File: config.mk
export PLATFORM = sky130hd
export DESIGN_NAME = rptr_empty_wdom
export DESIGN_NICKNAME = d
export VERILOG_FILES = /design/src/rtl/fifo_async_pkg.sv /design/src/rtl/sync_2ff.sv /design/src/rtl/rptr_empty_wdom.sv
export SDC_FILE = /design/constraint.sdc
export NUM_CORES = 1
export LEC_CHECK = 0
export ABC_AREA = 1
export CAP_MARGIN = 30
export CORE_ASPECT_RATIO = 0.8
export CORE_UTILIZATION = 30
export DETAILED_ROUTE_END_ITERATION = 10
export SLEW_MARGIN = 40
export SYNTH_ARGS = -nofsm -noshare
export SYNTH_HDL_FRONTEND = slang
export SYNTH_HIERARCHICAL = 1
export SYNTH_SLANG_ARGS = --single-unit
File: constraint.sdc
create_clock -name wclk -period 5 [get_ports wclk]
set_input_delay 1.5 -clock wclk [delete_from_list [all_inputs] [get_ports wclk]]
set_output_delay 1.5 -clock wclk [all_outputs]
set_load 0.005 [all_outputs]
File: src/rtl/fifo_async_pkg.sv
// Shared pointer width defaults and Gray/binary conversions for the async FIFO pointer logic.
// Conversions run on a wide zero-extended code so any pointer width up to CODE_W can use them.
package fifo_async_pkg;

   localparam int unsigned FIFO_ADDRSIZE = 4;
   localparam int unsigned FIFO_PTRW     = FIFO_ADDRSIZE + 1;
   localparam int unsigned CODE_W        = 32;

   // Leading zeros stay zero in both directions, so zero-extension keeps results exact.
   function automatic logic [CODE_W-1:0] gray2bin(input logic [CODE_W-1:0] g);
      logic [CODE_W-1:0] b;
      b[CODE_W-1] = g[CODE_W-1];
      for (int i = CODE_W - 2; i >= 0; i--) begin
         b[i] = b[i+1] ^ g[i];
      end
      return b;
   endfunction

   function automatic logic [CODE_W-1:0] bin2gray(input logic [CODE_W-1:0] b);
      return b ^ (b >> 1);
   endfunction

endpackage

File: src/rtl/sync_2ff.sv
// Two-flop synchronizer for a Gray-coded pointer crossing into the local clock domain.
module sync_2ff #(
   parameter int unsigned W = 1
) (
   input  logic         clk,
   input  logic         rst_n,
   input  logic [W-1:0] i_d,
   output logic [W-1:0] o_q
);

   logic [W-1:0] r_s1;
   logic [W-1:0] r_s2;

   always_ff @(posedge clk or negedge rst_n) begin
      if (!rst_n) begin
         r_s1 <= '0;
         r_s2 <= '0;
      end else begin
         r_s1 <= i_d;
         r_s2 <= r_s1;
      end
   end

   assign o_q = r_s2;

endmodule

File: src/rtl/rptr_empty_wdom.sv
// Read pointer, empty / almost-empty flags, fill count and sticky underflow for the
// return-path async FIFO whose consumer runs on wclk.
module rptr_empty_wdom
   import fifo_async_pkg::*;
#(
   parameter int unsigned ADDRSIZE      = FIFO_ADDRSIZE,
   parameter int unsigned AEMPTY_THRESH = 2
) (
   input  logic                wclk,
   input  logic                wrst_n,
   input  logic                rinc,
   input  logic [ADDRSIZE:0]   wptr_a,
   output logic [ADDRSIZE:0]   rptr,
   output logic [ADDRSIZE-1:0] raddr,
   output logic                rempty,
   output logic                raempty,
   output logic [ADDRSIZE:0]   rcount,
   output logic                rerr
);

   localparam int unsigned PTRW = ADDRSIZE + 1;

   logic [PTRW-1:0] w_rwptr2;
   logic [PTRW-1:0] w_rbin;
   logic [PTRW-1:0] w_rbnext;
   logic [PTRW-1:0] w_rgnext;
   logic [PTRW-1:0] w_wbin;
   logic [PTRW-1:0] w_rcount_next;
   logic            w_pop;
   logic            r_raddr_msb;

   sync_2ff #(
      .W (PTRW)
   ) u_wptr_sync (
      .clk   (wclk),
      .rst_n (wrst_n),
      .i_d   (wptr_a),
      .o_q   (w_rwptr2)
   );

   // Next pointer; a request against an empty FIFO leaves the pointer where it is.
   always_comb begin
      w_pop         = rinc & ~rempty;
      w_rbin        = PTRW'(gray2bin(CODE_W'(rptr)));
      w_rbnext      = w_rbin + PTRW'(w_pop);
      w_rgnext      = PTRW'(bin2gray(CODE_W'(w_rbnext)));
      w_wbin        = PTRW'(gray2bin(CODE_W'(w_rwptr2)));
      w_rcount_next = w_wbin - w_rbnext;
   end

   always_ff @(posedge wclk or negedge wrst_n) begin
      if (!wrst_n) begin
         rptr        <= '0;
         r_raddr_msb <= 1'b0;
         rempty      <= 1'b1;
         raempty     <= 1'b1;
         rcount      <= '0;
         rerr        <= 1'b0;
      end else begin
         rptr        <= w_rgnext;
         r_raddr_msb <= w_rgnext[ADDRSIZE] ^ w_rgnext[ADDRSIZE-1];
         rempty      <= (w_rgnext == w_rwptr2);
         raempty     <= (w_rcount_next <= PTRW'(AEMPTY_THRESH));
         rcount      <= w_rcount_next;
         rerr        <= rerr | (rinc & rempty);
      end
   end

   // Upper address bit is binary; the rest are taken straight from the Gray pointer.
   assign raddr = {r_raddr_msb, rptr[ADDRSIZE-2:0]};

endmodule

Yosys cells after proc, flatten, opt, wreduce, memory -nomap -nowiden
Index checks and enable logic that the tools add are counted.

Add/subtract/negate cells: 2. $lt $le $gt $ge: 1. Equality and inequality tests: 1. Bitwise logic cells: 14.

Operator list (count): $xor 1x1->1 (9); $add 5x1->5 (1); $eq 5x5->1 (1); $le 5x2->1 const B (1); $sub 5x5->5 (1); $xor 5x4->5 (1); $and 1x1->1 (2); $not 1->1 (1); $or 1x1->1 (1).

Register bits after elaboration: 24. Input bits: 8. Output and inout bits: 17. Logic and storage cells: 26.

Logic depth before layout (Yosys ltp)
Gate-level depths: netlist of run 1.

Depth in word-level cells: 7. Depth in mapped cells: 18. Mapped depth without buffers: 18.

Hierarchy
Netlist of run 1, hierarchy kept.

By module, submodules not included: rptr_empty_wdom (instances 1, cells each 133, area each 987.2 um2, seq. area each 352.8 um2); sync_2ff (instances 1, cells each 10, area each 250.2 um2, seq. area each 250.2 um2).

Worst setup path after synthesis of run 1
OpenSTA, ideal clock, no wires.

Kind: input -> register. Start: input rinc. End: register raempty. Library setup time: 0.067 ns. Arrival time: 3.112 ns. Required time: 4.933 ns. Setup slack: 1.821 ns. Stages on the path: 12. Path buffers: 0. Cells stage by stage: nand2_1 inv_1 ha_1 o21ai_0 inv_1 ha_1 a21o_1 a21oi_1 inv_1 nand2_1 nand2_2 nor2_1.

Longest elaborated chain between the ends: 4.

Ends and longest elaborated chain: start, declared (RTL line rptr_empty_wdom.sv:11) `input logic rinc,`; $and 1x1->1 (RTL line rptr_empty_wdom.sv:43) `w_pop = rinc & ~rempty;`; $add 5x1->5 (RTL line rptr_empty_wdom.sv:45) `w_rbnext = w_rbin + PTRW'(w_pop);`; $sub 5x5->5 (RTL line rptr_empty_wdom.sv:48) `w_rcount_next = w_wbin - w_rbnext;`; named net w_rcount_next[4] (RTL line rptr_empty_wdom.sv:28) `logic [PTRW-1:0] w_rcount_next;`; $le 5x2->1 (RTL line rptr_empty_wdom.sv:63) `raempty <= (w_rcount_next <= PTRW'(AEMPTY_THRESH));`; end signal, assigned (RTL line rptr_empty_wdom.sv:63); end, declared (RTL line rptr_empty_wdom.sv:16) `output logic raempty,`.

The timed path passes the listed nets, and every way through them passes these cells.

Worst setup path after layout of run 1
Same ends and word-level chain as after synthesis.

==> metrics.yaml, run 1 <==
ios: 25
place_hpwl_um: 1730
cts_setup_buffers: 0
syn2layout_area_growth_pct: 25.48
die_w_um: 73.81
final_cell_count_no_fill: 221
syn_nets: 160
drt_iter0_markers: 42
core_um2: 3879
start_util: 0.3190
netlist_instances: 143
ys_seq_area_frac: 0.4874
hp-class: "flip-flop to flip-flop"
pre_cts_ws_ns: 1.115
cp-end-kind: "flip-flop"
post_drt_wl_per_cell_um: 9.824
grt_pass1_wl_um: 3684
rsz0062_at_grt: "no"
grt.overflow.total: 0
cts_buffers: 3
cts_resized: 0
cap_violations: 0
numPortBuffers: 24
cts.path.max_buffers: 2
finalClockSkew_ns: 0.002725
clock_latency_ns: 0.26
worstSetupPathType: "input port to flip-flop"
drive_above_1_share: 0.09639
dieArea_um2: 4387
worst-path-max-fanout: 7
crit_required_ns: 5.20
dr.pass1.iters: 4
antenna_cells: 0
nets: 185
timing.final.crit_share: 0.7254
crit_chain: "clkdlybuf4s50_1, nand2_1, inv_1, ha_1, o21ai_0, inv_1, ha_1, a21o_1, a21oi_1, inv_1, nand2_1, nand2_2, nor2_1"
setup_viol: 0
die_h_um: 59.45
ant_nets: 0
status: "completed"
placed_area_um2: 1511
cts_hold_buf: 0
ys_types: 20
synth_area_um2: 1237
cp_top_family: "buffers and inverters"
drc: 0
drv_slew: 0
yosysTopAreaCell: "dfrtp_1"
place_inst: 218
hold_viol_final: 0
root_buffer: "clkbuf_8"
relSlewSlack: 0.6602
max_freq_mhz: 275.7
routabilityCongestion: 0.7817
worstMarginPinSlew_ns: 0.5043
netlist.area_leader.share: 0.4449
ys_seq_elements: 24
vias_per_cell: 4.312
max_stage_delay_ns: 0.44
fin_crit_ns: 3.627
grt_usage: 0.1117
grt_max_degree: 25
cts.clk_slew.worst_paths_ns: 0.07
htree_levels: 1
avgSynthCellArea_um2: 8.653
setup_slack_ns: 1.373
finalInstanceArea_um2: 1553
grt_pass1_vias: 909
synth.area.top_cells: "dfrtp_1, nand2_1, ha_1"
routed-via-count: 953
worstPathArrival_ns: 3.82
path_buf_inv: 4
startpoint_type: "input port"
cts_tree: "built"
totalWireLength_um: 2171
slowest_stage: "clkdlybuf4s50_1"
yosysWarnings: 6
cts_sinks: 24
cpMostUsedCell: "inv_1"
fin_tns_setup_ns: 0
rows: 20
antenna_found_initial: 0
==> logic make-up after synthesis <==
logic type,count (synthesis),synth area share
fa+ha+maj,9,0.09707
flops,24,0.4874
buf+inv,26,0.09099
simple gates,73,0.2639
compound gates,7,0.03235
xor+xnor,4,0.02832
==> worst paths after layout <==
check	depth (start not counted)	slack (ns)	to	startpoint
worst max-delay path	13	1.37	raempty	rinc
worst min-delay path	0	0.35	u_wptr_sync/o_q[4]	u_wptr_sync/r_s1[4]
worst max register to register	17	1.67	raempty	rptr[4]
worst min register to register	0	0.35	u_wptr_sync/o_q[4]	u_wptr_sync/r_s1[4]
max in group asynchronous	1	3.43	raempty	wrst_n
min in group asynchronous	1	1.20	u_wptr_sync/r_s1[0]	wrst_n
==> layout make-up <==
class / count / area [um2]
Clock buffer: 3 / 41.29
Tap cell: 55 / 68.82
Sequential cell: 24 / 603.1
Timing Repair Buffer: 24 / 235.2
Multi-Input combinational cell: 93 / 521.8
Fill cell: 387 / 2326
Inverter: 22 / 82.58
==> cells in the final DEF, fill, tap and decap left out, drive strengths merged, types with 2 or more instances in the layout <==
cell type	instances
nand2	48
inv	21
o21ai	2
a21oi	3
dfstp	2
nand3	20
xor2	3
ha	8
nor2	4
dfrtp	22
a21o	2
clkdlybuf4s50	23
clkbuf	3
==> per-layer routing <==
metal,vias to the layer above,track usage,wire length [um]
li1,489,-,-
met1,429,0.1388,1034
met2,26,0.1769,987
met3,9,0.02721,82
met4,0,0.06593,67
met5,-,0,0
==> state kept, by name, indices dropped and copies added, names as in the netlist <==
register	count
u_wptr_sync/r_s1	5
rempty	1
rptr	5
rcount	5
r_raddr_msb	1
rerr	1
raempty	1
u_wptr_sync/o_q	5
==> worst register-to-register path: cells and delay by family (launching register included) <==
kind,cells,cell delay (ns)
fa+ha+maj,4,1.25
compound gates,3,0.66
flops,1,0.44
simple gates,5,0.42
buf+inv,4,0.34
xor+xnor,1,0.16
==> cell usage after synthesis <==
cell,count
a21o_1,2
a21oi_1,3
buf_4,4
clkinv_1,1
dfrtp_1,22
dfstp_2,2
fa_1,1
ha_1,8
inv_1,20
inv_2,1
nand2_1,42
nand2_2,6
nand2b_1,1
nand3_1,19
nand3_2,1
nor2_1,2
nor2_2,2
o21ai_0,2
xnor2_1,1
xor2_1,3
==> stage by stage <==
step,utilization,hold slack [ns]
floorplan,-,0.3312
global placement,0.3910,0.3321
detailed placement,0.3897,0.3362
CTS,0.4003,0.3537
global route,0.4003,0.3616
finish,0.4003,0.3500
Power of run 1 is not shown: default switching activity piles up to over one toggle a cycle in this logic, so the estimate is an artifact.
==> run 2: changes to the inputs <==
Clock period 5 ns to 2.9 ns, I/O delays scaled along.
==> run 2 against run 1 <==
- count of clock-buffer cells in the layout rose by 1
- hold slack improved by 0.0015 ns
- first-iteration DRC count rose by 12%
- highest routed layer unchanged
- global-route usage rose by 1.5 points
- worst setup slack got worse by 1.2 ns
==> metrics.yaml, run 2 (same netlist as run 1, synthesis figures left out) <==
routed-via-count: 1003
finalInstanceArea_um2: 1755
syn2layout_area_growth_pct: 41.86
final_cell_mix: "nand2_1, clkdlybuf4s50_1, dfrtp_1"
worstMarginPinSlew_ns: 0.3964
grt_pass1_vias: 1017
root_buffer: "clkbuf_8"
cap_violations: 0
die_w_um: 73.81
totalWireLength_um: 2463
hold_viol_final: 0
cts_tree: "built"
placed_area_um2: 1637
fin_crit_ns: 2.726
post_drt_wl_per_cell_um: 10.35
fill_cells: 371
grt.overflow.total: 0
cts.path.max_buffers: 2
relSlewSlack: 0.7330
grt_usage: 0.1268
r2r_cells: 17
fin_tns_setup_ns: 0
hp-class: "flip-flop to flip-flop"
cts_hold_buf: 0
die_h_um: 59.45
grt_pass1_wl_um: 4126
nets: 201
cts.clk_slew.worst_paths_ns: 0.08
crit_required_ns: 3.11
min_path_cells: 0
drc: 0
dr.pass1.iters: 4
finalClockSkew_ns: 0.002054
drive_above_1_share: 0.2514
clock_latency_ns: 0.27
drt_iter0_markers: 47
worstPathArrival_ns: 2.94
rows: 20
cp-end-kind: "flip-flop"
utilization: 0.4526
cts_buffers: 3
ant_nets: 0
max_freq_mhz: 366.9
antenna_cells: 0
rsz0062_at_grt: "yes"
mostFrequentLayoutCell: "nand2_1"
worstSetupPathType: "flip-flop to flip-flop"
core_um2: 3879
dieArea_um2: 4387
ios: 25
cts_sinks: 24
startpoint_type: "flip-flop"
grt_max_degree: 25
place_hpwl_um: 2002
status: "completed"
worst-path-max-fanout: 5
vias_per_cell: 4.214
timing.final.crit_share: 0.9399
antenna_found_initial: 0
drv_slew: 0
routabilityCongestion: 0.8230
setup_viol: 0
start_util: 0.3190
htree_levels: 1
numPortBuffers: 24
-- run 2: final cells by class --
class / count / area, um2 / area share
clock buffer: 4 / 45.04 / 0.02566
inverter: 22 / 82.58 / 0.04704
multi-input combinational: 93 / 594.3 / 0.3386
sequential: 24 / 604.3 / 0.3443
tap: 55 / 68.82 / 0.03920
timing repair buffer: 40 / 360.3 / 0.2053
-- run 2: worst paths after layout --
| path | from | slack, ns | to |
|---|---|---|---|
| max | rptr[4] | 0.17 | raempty |
| max reg2reg | rptr[4] | 0.17 | raempty |
| min reg2reg | u_wptr_sync/r_s1[3] | 0.35 | u_wptr_sync/o_q[3] |
| min | u_wptr_sync/r_s1[3] | 0.35 | u_wptr_sync/o_q[3] |
| max in group asynchronous | wrst_n | 1.68 | rempty |
| min in group asynchronous | wrst_n | 0.95 | rcount[3] |
-- run 2: routing by layer --
layer	global-route usage	vias to the layer above	share of wire
met1	0.1524	460	0.46
met3	0.02551	5	0.032
li1	-	520	-
met4	0.06319	0	0.017
met2	0.2176	18	0.49
met5	0	-	0
-- run 2: stage by stage --
stage	cells	setup WS, ns	hold slack (ns)
2_1_floorplan	143	0.06181	0.3312
3_3_place_gp	232	-0.07917	0.3333
5_1_grt	238	-0.03469	0.3600
3_5_place_dp	232	-0.1938	0.3347
6_report	238	0.1743	0.3516
4_1_cts	236	0.007763	0.3537
-- run 2: repair_timing --
action                     CTS  global route
pin swaps                    1             1
resized for setup            4            10
setup endpoints to repair    2             3
setup buffers                0             2
-- run 2: worst max-delay path, cell delays in order, from the launching register on --
cell     delay (ns)
dfrtp_2        0.41
inv_2          0.05
nand2_2        0.07
nand2_2        0.08
ha_4           0.29
inv_2          0.04
ha_4           0.22
xnor2_2        0.15
ha_4           0.27
ha_1           0.13
inv_1          0.06
fa_2           0.35
a21o_1         0.17
a21oi_2        0.12
inv_1          0.05
nand2_1        0.07
nand2_2        0.06
nor2_2         0.07
Power of run 2 is left out for the same reason.
==> run 3: changes to the inputs <==
Settings changed: PLACE_DENSITY from default to 0.59.
==> run 3 against run 2 <==
- non-clock buffer count is 7 higher
- fmax fell by 4.4%
- die area is the same
- worst setup slack lost 0.13 ns
- first-iteration DRC count fell by 28%
- wire length rose by 8.0%
- critical path type unchanged
- critical endpoint unchanged
- largest cell class is now multi-input gates
- highest routed layer unchanged
==> metrics.yaml, run 3 (same netlist as run 1, synthesis figures left out) <==
status: "completed"
timing.final.crit_share: 0.9837
worst-path-max-fanout: 3
die_h_um: 59.45
antenna_found_initial: 0
crit_required_ns: 3.10
dr.pass1.iters: 4
start_util: 0.3190
cts_sinks: 24
startpoint_type: "flip-flop"
cts.clk_slew.worst_paths_ns: 0.07
root_buffer: "clkbuf_8"
grt.overflow.total: 0
placed_area_um2: 1637
ios: 25
final_cell_mix: "nand2_1, clkdlybuf4s50_1, buf_4"
setup_viol: 0
cp-end-kind: "flip-flop"
numPortBuffers: 24
grt_pass1_vias: 1021
worstSetupPathType: "flip-flop to flip-flop"
routabilityCongestion: 0.8223
grt_usage: 0.1255
grt_max_degree: 25
drc: 0
rows: 20
cts_hold_buf: 0
fin_tns_setup_ns: 0
worstMarginPinSlew_ns: 0.4119
syn2layout_area_growth_pct: 49.44
finalClockSkew_ns: 0.006338
place_hpwl_um: 1904
core_um2: 3879
rsz0062_at_grt: "yes"
dieArea_um2: 4387
die_w_um: 73.81
fill_cells: 374
hold_viol_final: 0
antenna_cells: 0
drt_iter0_markers: 34
cts.path.max_buffers: 2
finalInstanceArea_um2: 1849
r2r_slack_ns: 0.05
totalWireLength_um: 2660
cts_buffers: 3
vias_per_cell: 4.404
worstPathArrival_ns: 3.06
cap_violations: 0
grt_pass1_wl_um: 4153
hp-class: "flip-flop to flip-flop"
nets: 208
clock_latency_ns: 0.27
ant_nets: 0
fin_crit_ns: 2.853
relSlewSlack: 0.7225
htree_levels: 1
drv_slew: 0
mostFrequentLayoutCell: "nand2_1"
max_freq_mhz: 350.6
cts_tree: "built"
post_drt_wl_per_cell_um: 10.86
routed-via-count: 1079
drive_above_1_share: 0.2895
-- run 3: area by class of cell --
class / instances / area [um2] / share of cell area
multi-input combinational: 93 / 625.6 / 0.3383
tap: 55 / 68.82 / 0.03721
inverter: 22 / 82.58 / 0.04466
timing repair buffer: 47 / 412.9 / 0.2233
clock buffer: 4 / 55.05 / 0.02977
sequential: 24 / 604.3 / 0.3268
-- run 3: worst max-delay path, cell delays in order, from the launching register on --
cell	delay (ns)
dfrtp_1	0.43
inv_2	0.07
nand2_4	0.08
nand2_4	0.05
ha_4	0.27
inv_2	0.04
ha_4	0.25
xnor2_4	0.13
ha_4	0.29
ha_4	0.12
inv_2	0.04
fa_2	0.38
a21o_1	0.19
a21oi_2	0.14
inv_1	0.05
nand2_1	0.07
nand2_2	0.07
nor2_2	0.10
-- run 3: per-stage QoR --
step | std cells | hold WS, ns | setup slack, ns | utilization
4_1_cts | 239 | 0.3540 | 0.01762 | 0.4445
2_1_floorplan | 143 | 0.3312 | 0.06181 | -
5_1_grt | 245 | 0.3605 | -0.09548 | 0.4768
6_report | 245 | 0.3507 | 0.04735 | 0.4768
3_3_place_gp | 232 | 0.3330 | -0.08237 | 0.4219
3_5_place_dp | 232 | 0.3347 | -0.1813 | 0.4219
-- run 3: metal layers --
| metal | up-vias | part of all wire | track usage |
|---|---|---|---|
| li1 | 532 | - | - |
| met1 | 520 | 0.45 | 0.1603 |
| met2 | 20 | 0.50 | 0.2071 |
| met3 | 7 | 0.026 | 0.02211 |
| met4 | 0 | 0.024 | 0.06044 |
| met5 | - | 0 | 0 |
-- run 3: path summary, 6_finish.rpt --
check | start | end | cells past startpoint
max in group asynchronous | wrst_n | raempty | 2
max | rptr[4] | raempty | 17
min | u_wptr_sync/r_s1[2] | u_wptr_sync/o_q[2] | 0
max reg2reg | rptr[4] | raempty | 17
min reg2reg | u_wptr_sync/r_s1[2] | u_wptr_sync/o_q[2] | 0
min in group asynchronous | wrst_n | u_wptr_sync/r_s1[0] | 2
-- run 3: what timing repair did --
item / 4_1_cts / 5_1_grt
resized for setup: 2 / 18
setup endpoints to repair: 2 / 3
pin swaps: 1 / 12
buffers inserted: 3 / 6
Power of run 3 is left out for the same reason.
==> RTL edit 1 (config.mk and constraints of run 1) <==
Change the package constant `FIFO_ADDRSIZE` from 4 to 8.
--- a/src/rtl/fifo_async_pkg.sv
+++ b/src/rtl/fifo_async_pkg.sv
@@ -2,7 +2,7 @@
 // Conversions run on a wide zero-extended code so any pointer width up to CODE_W can use them.
 package fifo_async_pkg;
 
-   localparam int unsigned FIFO_ADDRSIZE = 4;
+   localparam int unsigned FIFO_ADDRSIZE = 8;
    localparam int unsigned FIFO_PTRW     = FIFO_ADDRSIZE + 1;
    localparam int unsigned CODE_W        = 32;
 
Interface: changed (resized raddr, rcount, rptr and wptr_a); port bits go from 25 to 41. The function was not compared with the original's and may differ.
==> RTL edit 1 against run 1 <==
Sequential cell count rose by 16. Core utilization grew 1.1 points. Area after synthesis increased by 76%. Final area grew 84%. Worst setup slack worse by 1.1 ns. Count of clock-buffer cells in the layout up 4. Global-route usage grew 0.76 points. Sequential share of layout area is 3.6 points lower. Wire length grew 98%. Largest cell class is now multi-input combinational cells. Highest routed layer unchanged.
Power is not shown: default switching activity piles up to over one toggle a cycle in this logic, so the estimate is an artifact.
==> RTL edit 1: results (changes against run 1) <==
[placed_design]
dpl_cell_area_sq_um=2630  ; was 1510 sq um
post-place-ws_ns=0.152  ; was 1.12 ns
place_congestion=0.743  ; was 0.782
placedCellCount=349  ; was 218
portBuffers=40  ; was 24

[detailed_routing]
wl_per_cell_um=11.9  ; was 9.82 um
drt_iter0_drc=66  ; was 42
via_count=1571  ; was 953

[critical_path]
startpoint=rptr[8]  ; was rinc
arrival_ns=4.93  ; was 3.82 ns
reg2reg_depth=25  ; was 17

[hold_path]
holdPathEnd=u_wptr_sync/o_q[2]  ; was u_wptr_sync/o_q[4]
hp-start=u_wptr_sync/r_s1[2]  ; was u_wptr_sync/r_s1[4]

[final_layout]
finalInstanceArea_sq_um=2850  ; was 1550 sq um
seqAreaFraction_pct=35.3  ; was 38.8%
fill_cells=671  ; was 387
nets=302  ; was 185
n_all_buffers=47  ; was 24
seq_cell_count=40  ; was 24
nMultiInputCombCells=141  ; was 93
clk_share_pct=3.29  ; was 2.66%
final-nonclk-buf-share_pct=15.8  ; was 15.1%
multi_input_area_share_pct=36.6  ; was 33.6%
inverters_excl_clock=40  ; was 22
nClkBuffers=7  ; was 3
layout-drive-gt1-share_pct=18.5  ; was 9.64%

[cts]
insertion_delay_ns=0.29  ; was 0.26 ns
htree_levels=2  ; was 1
cts_buffers=5  ; was 3

[sta]
finalClockSkew_ns=0.00680  ; was 0.00273 ns
period_minus_slack_ns=4.70  ; was 3.63 ns
worst_pin_slew_ns=0.515  ; was 0.504 ns

[synthesis]
syn_area_sq_um=2170  ; was 1240 sq um
synth_nets=256  ; was 160
synth_xor_area_share_pct=13.4  ; was 2.83%
ys_seq_area_share_pct=46.2  ; was 48.7%
ys_top_cells_by_count=nand2_1 (42), inv_1 (39), dfrtp_1 (38)  ; was nand2_1 (42), dfrtp_1 (22), inv_1 (20)
synth-compound-area-share_pct=3.11  ; was 3.24%
synth_area_leaders=dfrtp_1 (44%), ha_1 (8.1%), nand2_1 (7.3%)  ; was dfrtp_1 (44%), nand2_1 (13%), ha_1 (8.1%)

[global_routing]
grtUsageMet1_pct=16.5  ; was 13.9%
grt_pass1_wl_mm=7.00  ; was 3.68 mm
use_met2_pct=17.3  ; was 17.7%
grt_max_degree=41  ; was 25
grt.met3_usage_pct=3.29  ; was 2.72%

[status]
outcome=finished clean  ; unchanged

-- RTL edit 1: timing repair --
item                                    CTS  global route
endpoints found under the setup margin    0             5
hold buffers                              0             0
gates resized for setup                   0            18
buffers inserted                          0             6
-- RTL edit 1: critical path, stage by stage (launching register included) --
cell and delay [ns]:
dfrtp_2 0.45, xor2_2 0.16, ha_1 0.27, inv_1 0.07, ha_1 0.28, inv_1 0.07
ha_1 0.30, inv_2 0.07, ha_1 0.28, inv_2 0.05, ha_1 0.30, inv_2 0.06
ha_1 0.33, xnor2_1 0.17, ha_2 0.24, buf_4 0.14, nand3_1 0.13, xor2_2 0.27
ha_1 0.31, a21oi_1 0.20, nand2_1 0.10, nand2_1 0.07, nand2_1 0.07, nor2_1 0.10
nand2_1 0.06, nor2_1 0.09
-- RTL edit 1: cells by family after synthesis --
family / Yosys count
AND/OR/NAND/NOR: 86
adder cells (fa/ha/maj): 15
buffers and inverters: 48
flip-flops: 40
XOR/XNOR: 28
AO/OA/AOI/OAI: 12
==> RTL edit 2 (settings of run 1) <==
Without the edit above. Make the reset (`rst_n` and `wrst_n`) synchronous in 2 clocked blocks. Comments in the files are not updated.
--- a/src/rtl/sync_2ff.sv
+++ b/src/rtl/sync_2ff.sv
@@ -11,7 +11,7 @@
    logic [W-1:0] r_s1;
    logic [W-1:0] r_s2;
 
-   always_ff @(posedge clk or negedge rst_n) begin
+   always_ff @(posedge clk) begin
       if (!rst_n) begin
          r_s1 <= '0;
          r_s2 <= '0;
--- a/src/rtl/rptr_empty_wdom.sv
+++ b/src/rtl/rptr_empty_wdom.sv
@@ -48,7 +48,7 @@
       w_rcount_next = w_wbin - w_rbnext;
    end
 
-   always_ff @(posedge wclk or negedge wrst_n) begin
+   always_ff @(posedge wclk) begin
       if (!wrst_n) begin
          rptr        <= '0;
          r_raddr_msb <= 1'b0;
Check against the original RTL: differs if wrst_n is asserted again (counterexample within 4 cycles, from zero or initial values and one cycle with wrst_n low); with wrst_n held inactive, the same outputs for 10 cycles.
==> RTL edit 2 against run 1 <==
Area after synthesis shrank 0.40%. Final area grew 0.64%. Worst setup slack lost 0.057 ns. Wire length grew 7.4%. Count of clock-buffer cells in the layout is the same. Register-to-register slack lost 0.14 ns. Sequential cell count is the same. Non-clock buffer count is the same. Final cell count grew 13%.
==> RTL edit 2: results (changes against run 1) <==
[critical_path]
critPathSlowestCell=clkdlybuf4s50_1  ; unchanged
crit_fanout=8  ; was 7
cp-endpoint=raempty  ; unchanged
crit_family=compound AO/OA/AOI/OAI gates  ; was buffers and inverters
r2r_setup_slack_ns=1.53  ; was 1.67 ns
startpoint=rinc  ; unchanged
arrival_ns=3.83  ; was 3.82 ns
r2r_start=rptr[4]  ; unchanged
reg2reg_depth=16  ; was 17

[synthesis]
synth_nets=190  ; was 160
async_reset_ff_share_pct=0  ; was 100%
ys_top_cells_by_count=nand2_1 (52), inv_1 (31), dfxtp_1 (24)  ; was nand2_1 (42), dfrtp_1 (22), inv_1 (20)
syn_area_per_cell_sq_um=7.12  ; was 8.65 sq um
synth_cell_types=21  ; was 20
ys.flop_type=dfxtp_1  ; was dfrtp_1
synth_area_leaders=dfxtp_1 (39%), nand2_1 (16%), inv_1 (9.4%)  ; was dfrtp_1 (44%), nand2_1 (13%), ha_1 (8.1%)
ys_seq_area_share_pct=39.0  ; was 48.7%

[placed_design]
dp_hpwl_mm=1.78  ; was 1.73 mm
dpl_cell_area_sq_um=1490  ; was 1510 sq um
place_congestion=0.842  ; was 0.782
portBuffers=24  ; unchanged
placedCellCount=245  ; was 218

[detailed_routing]
viasPerCell=4.24  ; was 4.31
drt-met1-wl_mm=1.24  ; was 1.03 mm
wl_met3_um=124  ; was 82 um
wl_per_cell_um=9.37  ; was 9.82 um
via_count=1055  ; was 953
drt_iter0_drc=35  ; was 42
wl_met2_um=955  ; was 987 um

[hold_path]
hp-start=u_wptr_sync/r_s1[1]  ; was u_wptr_sync/r_s1[4]
hold_depth=2  ; was 0
holdPathEnd=u_wptr_sync/o_q[1]  ; was u_wptr_sync/o_q[4]

[final_layout]
layout-drive-gt1-share_pct=3.09  ; was 9.64%
nets=212  ; was 185
finish.utilization_pct=40.6  ; was 40.0%
fill_cells=423  ; was 387

[global_routing]
grtUsageMet1_pct=17.0  ; was 13.9%
grt.total_usage_pct=12.4  ; was 11.2%
grt_max_degree=15  ; was 25
use_met2_pct=18.6  ; was 17.7%
grt_pass1_wl_mm=4.00  ; was 3.68 mm
grt_pass1_vias=901  ; was 909
grt.met3_usage_pct=4.08  ; was 2.72%

[sta]
hold-worst-slack_ns=0.415  ; was 0.350 ns
slew_headroom_pct=70.5  ; was 66.0%
finalClockSkew_ns=0.0100  ; was 0.00273 ns

[status]
outcome=finished clean  ; unchanged

[cts]
path_clk_slew_ns=0.09  ; was 0.07 ns

[power]
swShare_pct=24.5

==> RTL edit 2: cell families after synthesis <==
| family | after synthesis | share of synthesized area, % |
|---|---|---|
| buf+inv | 38 | 13.5 |
| xor+xnor | 5 | 3.55 |
| compound gates | 13 | 5.69 |
| simple gates | 84 | 28.5 |
| flops | 24 | 39.0 |
| fa+ha+maj | 9 | 9.75 |
==> RTL edit 2: stage by stage <==
| stage | power (W) | setup WS [ns] |
|---|---|---|
| final | 0.000489 | 1.32 |
| after floorplan | 0.000279 | 1.72 |
| after detailed placement | 0.000321 | 1.06 |
| after global routing | 0.000522 | 1.08 |
| after CTS | 0.000495 | 1.35 |
| after global placement | 0.000321 | 1.13 |
==> RTL edit 2: layout make-up <==
class	count	share of cell area, %
sequential	24	30.7
timing repair buffer	24	15.4
clock buffer	3	2.64
multi-input combinational	111	37.5
tap	55	4.40
inverter	31	7.45
clock inverter	1	1.92
